[config.mk]
export PLATFORM = sky130hd
export DESIGN_NAME = icache_refill_bridge_flat
export DESIGN_NICKNAME = d
export VERILOG_FILES = /design/src/rtl/icache_refill_bridge_pkg.sv /design/src/rtl/icache_refill_bridge_if.sv /design/src/rtl/icache_refill_pending_ctr.sv /design/src/rtl/icache_refill_bridge.sv /design/src/flat_wrapper.sv
export SDC_FILE = /design/constraint.sdc
export NUM_CORES = 1
export LEC_CHECK = 0
export ABC_AREA = 1
export BUFFER_PORTS_ARGS = -buffer_cell sky130_fd_sc_hd__clkbuf_2
export CORE_MARGIN = 8
export CORE_UTILIZATION = 52
export CTS_BUF_LIST = sky130_fd_sc_hd__clkbuf_4 sky130_fd_sc_hd__clkbuf_8 sky130_fd_sc_hd__clkbuf_16
export CTS_CLUSTER_DIAMETER = 200
export DETAILED_ROUTE_END_ITERATION = 8
export GPL_ROUTABILITY_DRIVEN = 0
export PLACE_DENSITY = 0.81
export SYNTH_ARGS = -nofsm -noshare
export SYNTH_HDL_FRONTEND = slang
export SYNTH_HIERARCHICAL = 1
export SYNTH_SLANG_ARGS = --single-unit
[constraint.sdc]
create_clock -name clk -period 3.68 [get_ports clk]
set_clock_uncertainty 0.15 [all_clocks]
set_input_delay 0.736 -clock clk [delete_from_list [all_inputs] [get_ports clk]]
set_output_delay 0.736 -clock clk [all_outputs]
set_load 0.01 [all_outputs]
[src/rtl/icache_refill_bridge_pkg.sv]
// Shared types, widths and size helpers for the icache refill bridge.
package icache_refill_bridge_pkg;

  localparam int unsigned ADDR_W     = 32;
  localparam int unsigned DATA_W     = 32;
  localparam int unsigned SIZE_W     = 3;
  localparam int unsigned WORD_BYTES = 4;
  localparam int unsigned MIN_SIZE   = 2;
  // Largest encodable size (7) is 128 bytes = 32 words, so 6 bits hold any beat count.
  localparam int unsigned BEAT_W     = 6;

  typedef enum logic [1:0] {
    IDLE,
    ISSUE,
    DRAIN
  } state_t;

  typedef struct packed {
    logic              error;
    logic [DATA_W-1:0] data;
  } beat_t;

  // Sub-word sizes behave as one word; oversize requests clamp to the largest supported line.
  function automatic logic [SIZE_W-1:0] eff_size(input logic [SIZE_W-1:0] size,
                                                 input int unsigned      maxSize);
    if (size < SIZE_W'(MIN_SIZE)) return SIZE_W'(MIN_SIZE);
    if (32'(size) > maxSize)      return SIZE_W'(maxSize);
    return size;
  endfunction

  function automatic logic [BEAT_W-1:0] beats_from_size(input logic [SIZE_W-1:0] size,
                                                        input int unsigned      maxSize);
    logic [SIZE_W-1:0] s;
    s = eff_size(size, maxSize);
    return BEAT_W'(1) << (s - SIZE_W'(MIN_SIZE));
  endfunction

endpackage

[src/rtl/icache_refill_bridge_if.sv]
// Refill command, beat return and word-bus signals of the icache refill bridge.
interface icache_refill_bridge_if;
  import icache_refill_bridge_pkg::*;

  logic              cmd_valid;
  logic              cmd_ready;
  logic [ADDR_W-1:0] cmd_address;
  logic [SIZE_W-1:0] cmd_size;

  logic              rsp_valid;
  logic [DATA_W-1:0] rsp_data;
  logic              rsp_error;

  logic              bus_cmd_valid;
  logic              bus_cmd_ready;
  logic [ADDR_W-1:0] bus_cmd_address;
  logic              bus_rsp_valid;
  logic [DATA_W-1:0] bus_rsp_data;
  logic              bus_rsp_error;

  logic              busy;
  logic              unexpected_rsp;

  // Bridge side.
  modport slave (
    input  cmd_valid, cmd_address, cmd_size,
    input  bus_cmd_ready, bus_rsp_valid, bus_rsp_data, bus_rsp_error,
    output cmd_ready, rsp_valid, rsp_data, rsp_error,
    output bus_cmd_valid, bus_cmd_address, busy, unexpected_rsp
  );

  // Cache plus memory-bus side.
  modport master (
    output cmd_valid, cmd_address, cmd_size,
    output bus_cmd_ready, bus_rsp_valid, bus_rsp_data, bus_rsp_error,
    input  cmd_ready, rsp_valid, rsp_data, rsp_error,
    input  bus_cmd_valid, bus_cmd_address, busy, unexpected_rsp
  );

endinterface

[src/rtl/icache_refill_pending_ctr.sv]
// Outstanding bus read counter: +1 per issued read, -1 per accepted response.
module icache_refill_pending_ctr #(
  parameter int unsigned MAX_PENDING = 4
) (
  input  logic clk,
  input  logic reset,
  input  logic inc,
  input  logic dec,
  output logic full_c,
  output logic empty_c
);

  localparam int unsigned PEND_W = $clog2(MAX_PENDING + 1);

  logic [PEND_W-1:0] count;

  // Simultaneous inc/dec leaves the count unchanged; the guards stop wrap in either direction.
  always_ff @(posedge clk) begin
    if (reset) begin
      count <= '0;
    end else if (inc && !dec && !full_c) begin
      count <= count + PEND_W'(1);
    end else if (dec && !inc && !empty_c) begin
      count <= count - PEND_W'(1);
    end
  end

  assign full_c  = (count == PEND_W'(MAX_PENDING));
  assign empty_c = (count == '0);

endmodule

[src/rtl/icache_refill_bridge.sv]
// Splits one icache line refill into single-word bus reads and streams the
// returned words back to the cache in order, one cycle after each bus response.
module icache_refill_bridge
  import icache_refill_bridge_pkg::*;
#(
  parameter int unsigned MAX_PENDING = 4,
  parameter int unsigned MAX_SIZE    = 6
) (
  input logic                  clk,
  input logic                  reset,
  icache_refill_bridge_if.slave port
);

  state_t            state;
  logic [ADDR_W-1:0] base;
  logic [BEAT_W-1:0] beats;
  logic [BEAT_W-1:0] issued;
  logic [BEAT_W-1:0] received;
  beat_t             rspBeat;
  logic              rspValid;
  logic              unexpectedRsp;

  logic              pendFull;
  logic              pendEmpty;
  logic              busFire;
  logic              rspAccept;
  logic              rspStray;
  logic [SIZE_W-1:0] cmdSize;

  icache_refill_pending_ctr #(
    .MAX_PENDING(MAX_PENDING)
  ) pendCtr (
    .clk    (clk),
    .reset  (reset),
    .inc    (busFire),
    .dec    (rspAccept),
    .full_c (pendFull),
    .empty_c(pendEmpty)
  );

  assign cmdSize   = eff_size(port.cmd_size, MAX_SIZE);
  assign busFire   = port.bus_cmd_valid && port.bus_cmd_ready;
  // A response with nothing outstanding (e.g. left over from before a reset) is never forwarded.
  assign rspAccept = port.bus_rsp_valid && !pendEmpty;
  assign rspStray  = port.bus_rsp_valid && pendEmpty;

  // Control and beat return state.
  always_ff @(posedge clk) begin
    if (reset) begin
      state         <= IDLE;
      base          <= '0;
      beats         <= '0;
      issued        <= '0;
      received      <= '0;
      rspValid      <= 1'b0;
      rspBeat       <= '0;
      unexpectedRsp <= 1'b0;
    end else begin
      rspValid      <= rspAccept;
      unexpectedRsp <= rspStray;
      if (rspAccept) begin
        rspBeat  <= '{error: port.bus_rsp_error, data: port.bus_rsp_data};
        received <= received + BEAT_W'(1);
      end else begin
        rspBeat.error <= 1'b0;
      end

      unique case (state)
        IDLE: begin
          if (port.cmd_valid) begin
            base     <= port.cmd_address & ~((ADDR_W'(1) << cmdSize) - ADDR_W'(1));
            beats    <= beats_from_size(port.cmd_size, MAX_SIZE);
            issued   <= '0;
            received <= '0;
            state    <= ISSUE;
          end
        end
        ISSUE: begin
          if (busFire) begin
            issued <= issued + BEAT_W'(1);
            if (issued + BEAT_W'(1) == beats) state <= DRAIN;
          end
        end
        DRAIN: begin
          if (received == beats) state <= IDLE;
        end
        default: state <= IDLE;
      endcase
    end
  end

  // Address and valid derive only from registers, so they hold while the bus stalls.
  assign port.bus_cmd_valid   = (state == ISSUE) && (issued < beats) && !pendFull;
  assign port.bus_cmd_address = base + ADDR_W'(issued) * ADDR_W'(WORD_BYTES);

  assign port.cmd_ready      = (state == IDLE) && !reset;
  assign port.rsp_valid      = rspValid;
  assign port.rsp_data       = rspBeat.data;
  assign port.rsp_error      = rspBeat.error;
  assign port.unexpected_rsp = unexpectedRsp;
  assign port.busy           = (state != IDLE) || rspValid;

endmodule
[src/flat_wrapper.sv]
// flat-port wrapper written by rule: the top's interface ports become plain ports
module icache_refill_bridge_flat import icache_refill_bridge_pkg::*;
#(
  parameter int unsigned MAX_PENDING = 4,
  parameter int unsigned MAX_SIZE    = 6
)
  (clk, reset, port_cmd_valid, port_cmd_address, port_cmd_size, port_bus_cmd_ready, port_bus_rsp_valid, port_bus_rsp_data, port_bus_rsp_error, port_cmd_ready, port_rsp_valid, port_rsp_data, port_rsp_error, port_bus_cmd_valid, port_bus_cmd_address, port_busy, port_unexpected_rsp);
  icache_refill_bridge_if port_i ();
  input logic clk;
  input logic reset;
  input wire logic [$bits(port_i.cmd_valid)-1:0] port_cmd_valid;
  input wire logic [$bits(port_i.cmd_address)-1:0] port_cmd_address;
  input wire logic [$bits(port_i.cmd_size)-1:0] port_cmd_size;
  input wire logic [$bits(port_i.bus_cmd_ready)-1:0] port_bus_cmd_ready;
  input wire logic [$bits(port_i.bus_rsp_valid)-1:0] port_bus_rsp_valid;
  input wire logic [$bits(port_i.bus_rsp_data)-1:0] port_bus_rsp_data;
  input wire logic [$bits(port_i.bus_rsp_error)-1:0] port_bus_rsp_error;
  output wire logic [$bits(port_i.cmd_ready)-1:0] port_cmd_ready;
  output wire logic [$bits(port_i.rsp_valid)-1:0] port_rsp_valid;
  output wire logic [$bits(port_i.rsp_data)-1:0] port_rsp_data;
  output wire logic [$bits(port_i.rsp_error)-1:0] port_rsp_error;
  output wire logic [$bits(port_i.bus_cmd_valid)-1:0] port_bus_cmd_valid;
  output wire logic [$bits(port_i.bus_cmd_address)-1:0] port_bus_cmd_address;
  output wire logic [$bits(port_i.busy)-1:0] port_busy;
  output wire logic [$bits(port_i.unexpected_rsp)-1:0] port_unexpected_rsp;
  assign port_i.cmd_valid = port_cmd_valid;
  assign port_i.cmd_address = port_cmd_address;
  assign port_i.cmd_size = port_cmd_size;
  assign port_i.bus_cmd_ready = port_bus_cmd_ready;
  assign port_i.bus_rsp_valid = port_bus_rsp_valid;
  assign port_i.bus_rsp_data = port_bus_rsp_data;
  assign port_i.bus_rsp_error = port_bus_rsp_error;
  assign port_cmd_ready = port_i.cmd_ready;
  assign port_rsp_valid = port_i.rsp_valid;
  assign port_rsp_data = port_i.rsp_data;
  assign port_rsp_error = port_i.rsp_error;
  assign port_bus_cmd_valid = port_i.bus_cmd_valid;
  assign port_bus_cmd_address = port_i.bus_cmd_address;
  assign port_busy = port_i.busy;
  assign port_unexpected_rsp = port_i.unexpected_rsp;
  icache_refill_bridge #(.MAX_PENDING(MAX_PENDING), .MAX_SIZE(MAX_SIZE)) u_core (.clk(clk), .reset(reset), .port(port_i));
endmodule
# --- After elaboration in Yosys (flattened, before gate mapping) ---
# Cells that the tools add are included.
word_totals:
  reg_bits: 90
  latch_bits: 0
  ram_bits: 0
  romBits: 0
  inputBits: 73
  out_inout_bits: 70
  word_cells: 91
  mem_count: 0
classes:
  add_sub_neg: 7
  n_mul: 0
  n_div: 0
  n_lt_le_gt_ge: 3
  n_eq_ne: 9
  n_shift: 2
  muxes: 32
  bitwise: 3
  reduce_logical: 25
op_table:
  columns: ["cell", "n"]
  rows:
  - ["3-bit 2-to-1 mux", 11]
  - ["32-bit by 8-bit adder with 32-bit output", 1]
  - ["32-bit bitwise AND", 1]
  - ["32-bit NOT", 1]
  - ["1-bit by 3-bit << shifter with 32-bit output (first input constant)", 1]
  - ["32-bit by 1-bit subtractor with 32-bit output (second input constant)", 1]
  - ["6-bit 2-to-1 mux", 5]
  - ["6-bit by 1-bit adder with 6-bit output (second input constant)", 2]
  - ["6-bit equality test", 2]
  - ["6-bit case mux with 2 select lines", 1]
  - ["1-bit logical AND", 10]
  - ["1-bit 2-to-1 mux", 10]
  - ["2-bit 2-to-1 mux", 4]
  - ["6-bit less-than comparator", 1]
  - ["2-bit case mux with 3 select lines", 1]
  - ["2-bit nonzero test", 3]
  - ["1-bit by 3-bit << shifter with 6-bit output (first input constant)", 1]
  - ["1-bit zero test", 5]
  - ["2-bit by 1-bit != test with 1-bit output (second input constant)", 2]
  - ["2-bit != test (second input constant)", 2]
  - ["4-bit AND reduction", 1]
  - ["3-bit by 1-bit adder with 3-bit output (second input constant)", 1]
  - ["3-bit equality test (second input constant)", 1]
  - ["3-bit greater-than comparator (second input constant)", 1]
  - ["other kinds (12)", 12]

# --- Logic depth before layout (Yosys ltp) ---
logic_depth:
  word_depth: 16
  ltp_mapped: 19
  depth_no_buf: 19

# --- Modules after synthesis ---
# The synthesis kept the hierarchy.
by_module_without_submodules:
  columns: ["mod", "instances", "cells_each", "area_each_um2", "seq_area_each_um2"]
  rows:
  - ["icache_refill_bridge", 1, 636, 4474.3, 1741.7]
  - ["icache_refill_pending_ctr", 1, 32, 197.7, 60.1]

# --- Worst setup path before layout ---
# OpenSTA, ideal clock, no wires.
synth_path:
  kind: "register to output"
  start: "reg u_core.issued[0]"
  end: "out port_bus_cmd_address[28]"
  arrival_time_ps: 1660
  required_ps: 2794
  path_slack_ps: 1134
  path_stages_with_launch: 9
  n_path_buf: 0
  cell_sequence: "dfxtp_1 -> ha_1 -> fa_1 -> nand2_1 -> o211ai_2 -> nand3_4 -> nor2_1 -> nand2_1 -> xor2_1"
synth_between:
  elab_chain_len: 1
synth_lines:
  columns: ["item", "line_no", "text"]
  rows:
  - ["from (decl)", "icache_refill_bridge.sv:17", "logic [BEAT_W-1:0] issued;"]
  - ["from (signal assigned)", "icache_refill_bridge.sv:80", "issued <= issued + BEAT_W'(1);"]
  - ["32-bit by 8-bit adder with 32-bit output", "icache_refill_bridge.sv:94", "assign port.bus_cmd_address = base + ADDR_W'(issued) * ADDR_W'(WORD_BYTES);"]
  - ["to (decl)", "flat_wrapper.sv:23", "output wire logic [$bits(port_i.bus_cmd_address)-1:0] port_bus_cmd_address;"]
# No other way between the ends.

# --- Worst setup path after layout ---
layout_path:
  start: "reg u_core.issued[3]"
  end: "out port_bus_cmd_address[31]"
# The elaborated chain is that of the path after synthesis.

==> results.md <==
- Status: completed
- Drt total wl: ~13000 um
- Grt total ovfl: 0
- Number of port buffers: approximately 140
- Crit path cell chain: ha_1 -> nand2_1 -> clkinv_1 -> nand4_1 -> nand3_2 -> nand3_2 -> a21oi_2 -> nand2_1 -> xor2_1 -> clkbuf_2
- Area of the multi-input gates: 2460 um^2
- Filler Cell Count: 817
- Worst setup path class: flip-flop to output port
- VDD IR-drop max: 284 uV
- Static leakage: roughly 2.7 nW
- Critical path capture point type: output port
- CP startpoint kind: flip-flop
- Detailed placement HPWL: 9940 um
- EDFF count, synth: 0
- PD cells: between 400 and 500 nW/um^2
- Vias in the first global route: between 4000 and 5000
- Slew Viols, Final: 0
- CP required: 2.79 ns
- CTS tree: done
- Final Hold Viols: 0
- Synthesized area: 4670 um^2
- Drt drc: 0
- Synth Area in Simple Gates: 29.5%
- CTS clk-pin slew, worst paths: 0.10 ns
- CTS Buf Count: 9
- Placed cell count: 901
- Synth area leader: dfxtp_1
- Unrepaired setup endpoints after global routing: false
- First DRT Iteration DRCs: around 260
- Final Util: 64.9%
- Worst path max stage delay: 0.44 ns
- Die X: 111 um
- Synth Area in Compound Gates: between 10 and 15%
- Layout cells sized above 1: between 20% and 30%
- Most frequent cell after synthesis: nand2_1
- Area grow syn2layout: 21.1%
- Worst-Skew Late Latency: 0.36 ns
- Type of the most critical hold path: flip-flop to flip-flop
- CTS H-Tree Depth: 3
- GRT Resource Usage Total: 20.4%
- Post-synthesis mux area share: 0%
- Seq cells post-synth: 90
- Initial antenna violation count: 0
- Netlist cell types: 40
- Post-synth top area share: 38.6%
- Pre-antenna DRT Iters: 6
- Crit Path Max Fanout: 9
- First-pass GRT wire length: 21300 um
- Mapped Avg Cell Area: around 7 um^2
- CTS resizes: 0
- YS warnings: 6
- Fmax: 0.298 GHz
- Final Hold Slack: ~0.29 ns
- Post-Synth XOR/XNOR Area: approximately 5.6%
- Vias: between 4000 and 5000
- # diodes: 0
- CTS sink cnt: 90
- Slowest cell on the critical path: ha_1
- Top Ports: roughly 140
- Setup-failing EPs final: 0
- Synth Instances: 668
- Adder-cell area share of the yosys netlist: roughly 5.1%
- Clock tree buffer depth: 2
- Largest family of logic cells by synthesized area: simple AND/OR/NAND/NOR gates
- Via density: 5.20
- Fin nets: slightly below 900
- Top cells by count, synth: nand2_1, nor2_1, dfxtp_1
- Post-route minimum period: between 3 and 4 ns
- Max-cap violations: 0
- FF+latch area: 1800 um^2
- Core Box Area: 8720 um^2
- WL/cell: about 14 um
- Starting Density: 53.6%
- Postcts setup bufs: 0
- Asr flop ratio synth: 0%
- Die ar.: 12300 um^2
- Area contributors post-synth: dfxtp_1, nand2_1, nor2_1, o21ai_0, inv_1
- Largest net degree at the start of global routing: 38
- CTS hold repair buffers: 0
- Die H: 111 um
- Worst EP arrival: about 2.5 ns
- CTS root buffer: clkbuf_8
- Placement Rows: 34
- Max_slew headroom: 51.6%
- Worst-Margin Slew: between 0.7 and 0.8 ns
- Primary FF master, synth: dfxtp_1
- Fin crit share: 91.2%
- Number of routed nets with antenna violations: 0
- Fin cells: 917
- Sequential-to-total area share from yosys stat: 38.6%
- Fin Setup TNS: 0 ns
## layout by cell type, fill, tap and decap left out, types with 2 or more instances in the layout
| cell | n |
|---|---|
| buf_4 | 4 |
| clkbuf_8 | 9 |
| nor2_4 | 2 |
| o21ai_0 | 67 |
| or2_2 | 2 |
| ha_1 | 16 |
| fa_1 | 2 |
| nor2_1 | 108 |
| nand4_1 | 13 |
| o22ai_1 | 2 |
| a21oi_2 | 2 |
| nand2_2 | 3 |
| nand2_1 | 125 |
| nand3_1 | 43 |
| clkinv_1 | 2 |
| inv_6 | 2 |
| conb_1 | 4 |
| a21oi_1 | 23 |
| xor2_1 | 29 |
| nor3_1 | 13 |
| inv_8 | 3 |
| dfxtp_1 | 90 |
| inv_1 | 81 |
| o21ai_2 | 2 |
| clkbuf_2 | 141 |
| nor3b_1 | 2 |
| nand3_2 | 2 |
## path summary, 6_finish.rpt
path / start / end / slack [ns] / depth (start not counted)
min: u_core/base[0]$_SDFFE_PP0P_ / u_core/base[0]$_SDFFE_PP0P_ / 0.29 / 2
max reg2reg: u_core/issued[3]$_SDFFE_PP0P_ / u_core/pendCtr/count[2]$_SDFFE_PP0P_ / 0.89 / 16
min reg2reg: u_core/base[0]$_SDFFE_PP0P_ / u_core/base[0]$_SDFFE_PP0P_ / 0.29 / 2
max: u_core/issued[3]$_SDFFE_PP0P_ / port_bus_cmd_address[31] / 0.32 / 10
## worst max-delay path: cells and delay by family (launching register included)
kind,cells,cell delay [ns]
AO/OA/AOI/OAI,1,0.26
XOR/XNOR,1,0.18
adder cells (fa/ha/maj),1,0.44
buffers and inverters,2,0.25
flip-flops,1,0.43
AND/OR/NAND/NOR,5,0.53
## power by group
part / switching, mW / leakage, nW / internal, mW
Sequential: 0.0721 / 0.734 / 1.06
Clock: 0.401 / 0.110 / 0.335
Combinational: 0.333 / 1.87 / 0.212
Total: 0.807 / 2.71 / 1.61
## cell type report
class / instances / share of cell area [%]
Multi-Input combinational cell: 475 / 43.5
Sequential cell: 90 / 31.8
Timing Repair Buffer: 145 / 13.0
Inverter: 83 / 5.51
Tap cell: 108 / 2.39
Clock buffer: 9 / 2.19
Clock inverter: 7 / 1.59
## per-stage QoR
stage | worst slack (ns) | total power, mW | area (um^2)
6_report | 0.323 | 2.42 | 5660
3_5_place_dp | 0.758 | 1.70 | 5450
3_3_place_gp | 0.856 | 1.68 | 5450
5_1_grt | 0.187 | 2.56 | 5660
2_1_floorplan | 1.13 | 1.49 | 4680
4_1_cts | 0.340 | 2.43 | 5660
## kinds of logic (layout without fill, tap and decap cells)
kind of cell / after synthesis / count (layout)
AND/OR/NAND/NOR: 319 / 319
buffers and inverters: 105 / 244
AO/OA/AOI/OAI: 104 / 104
flip-flops: 90 / 90
XOR/XNOR: 30 / 30
adder cells (fa/ha/maj): 18 / 18
other: 2 / 4
## routing by layer
layer | global-route usage (%) | part of all wire [%] | vias to the layer above
met5 | 0 | 0 | -
met4 | 5.50 | 1.5 | 0
met3 | 7.58 | 9.1 | 19
met2 | 35.8 | 49 | 209
met1 | 22.4 | 41 | 2134
li1 | - | - | 2408
## registers in the layout, indices dropped and copies added, names as in the netlist
signal and count:
u_core/pendCtr/count 3, u_core/issued 6, u_core/base 32, u_core/state 2
u_core/port.rsp_data 32, u_core/received 6, u_core/port.unexpected_rsp 1, u_core/port.rsp_valid 1
u_core/beats 6, u_core/port.rsp_error 1
(Power assumes the default switching activity.)
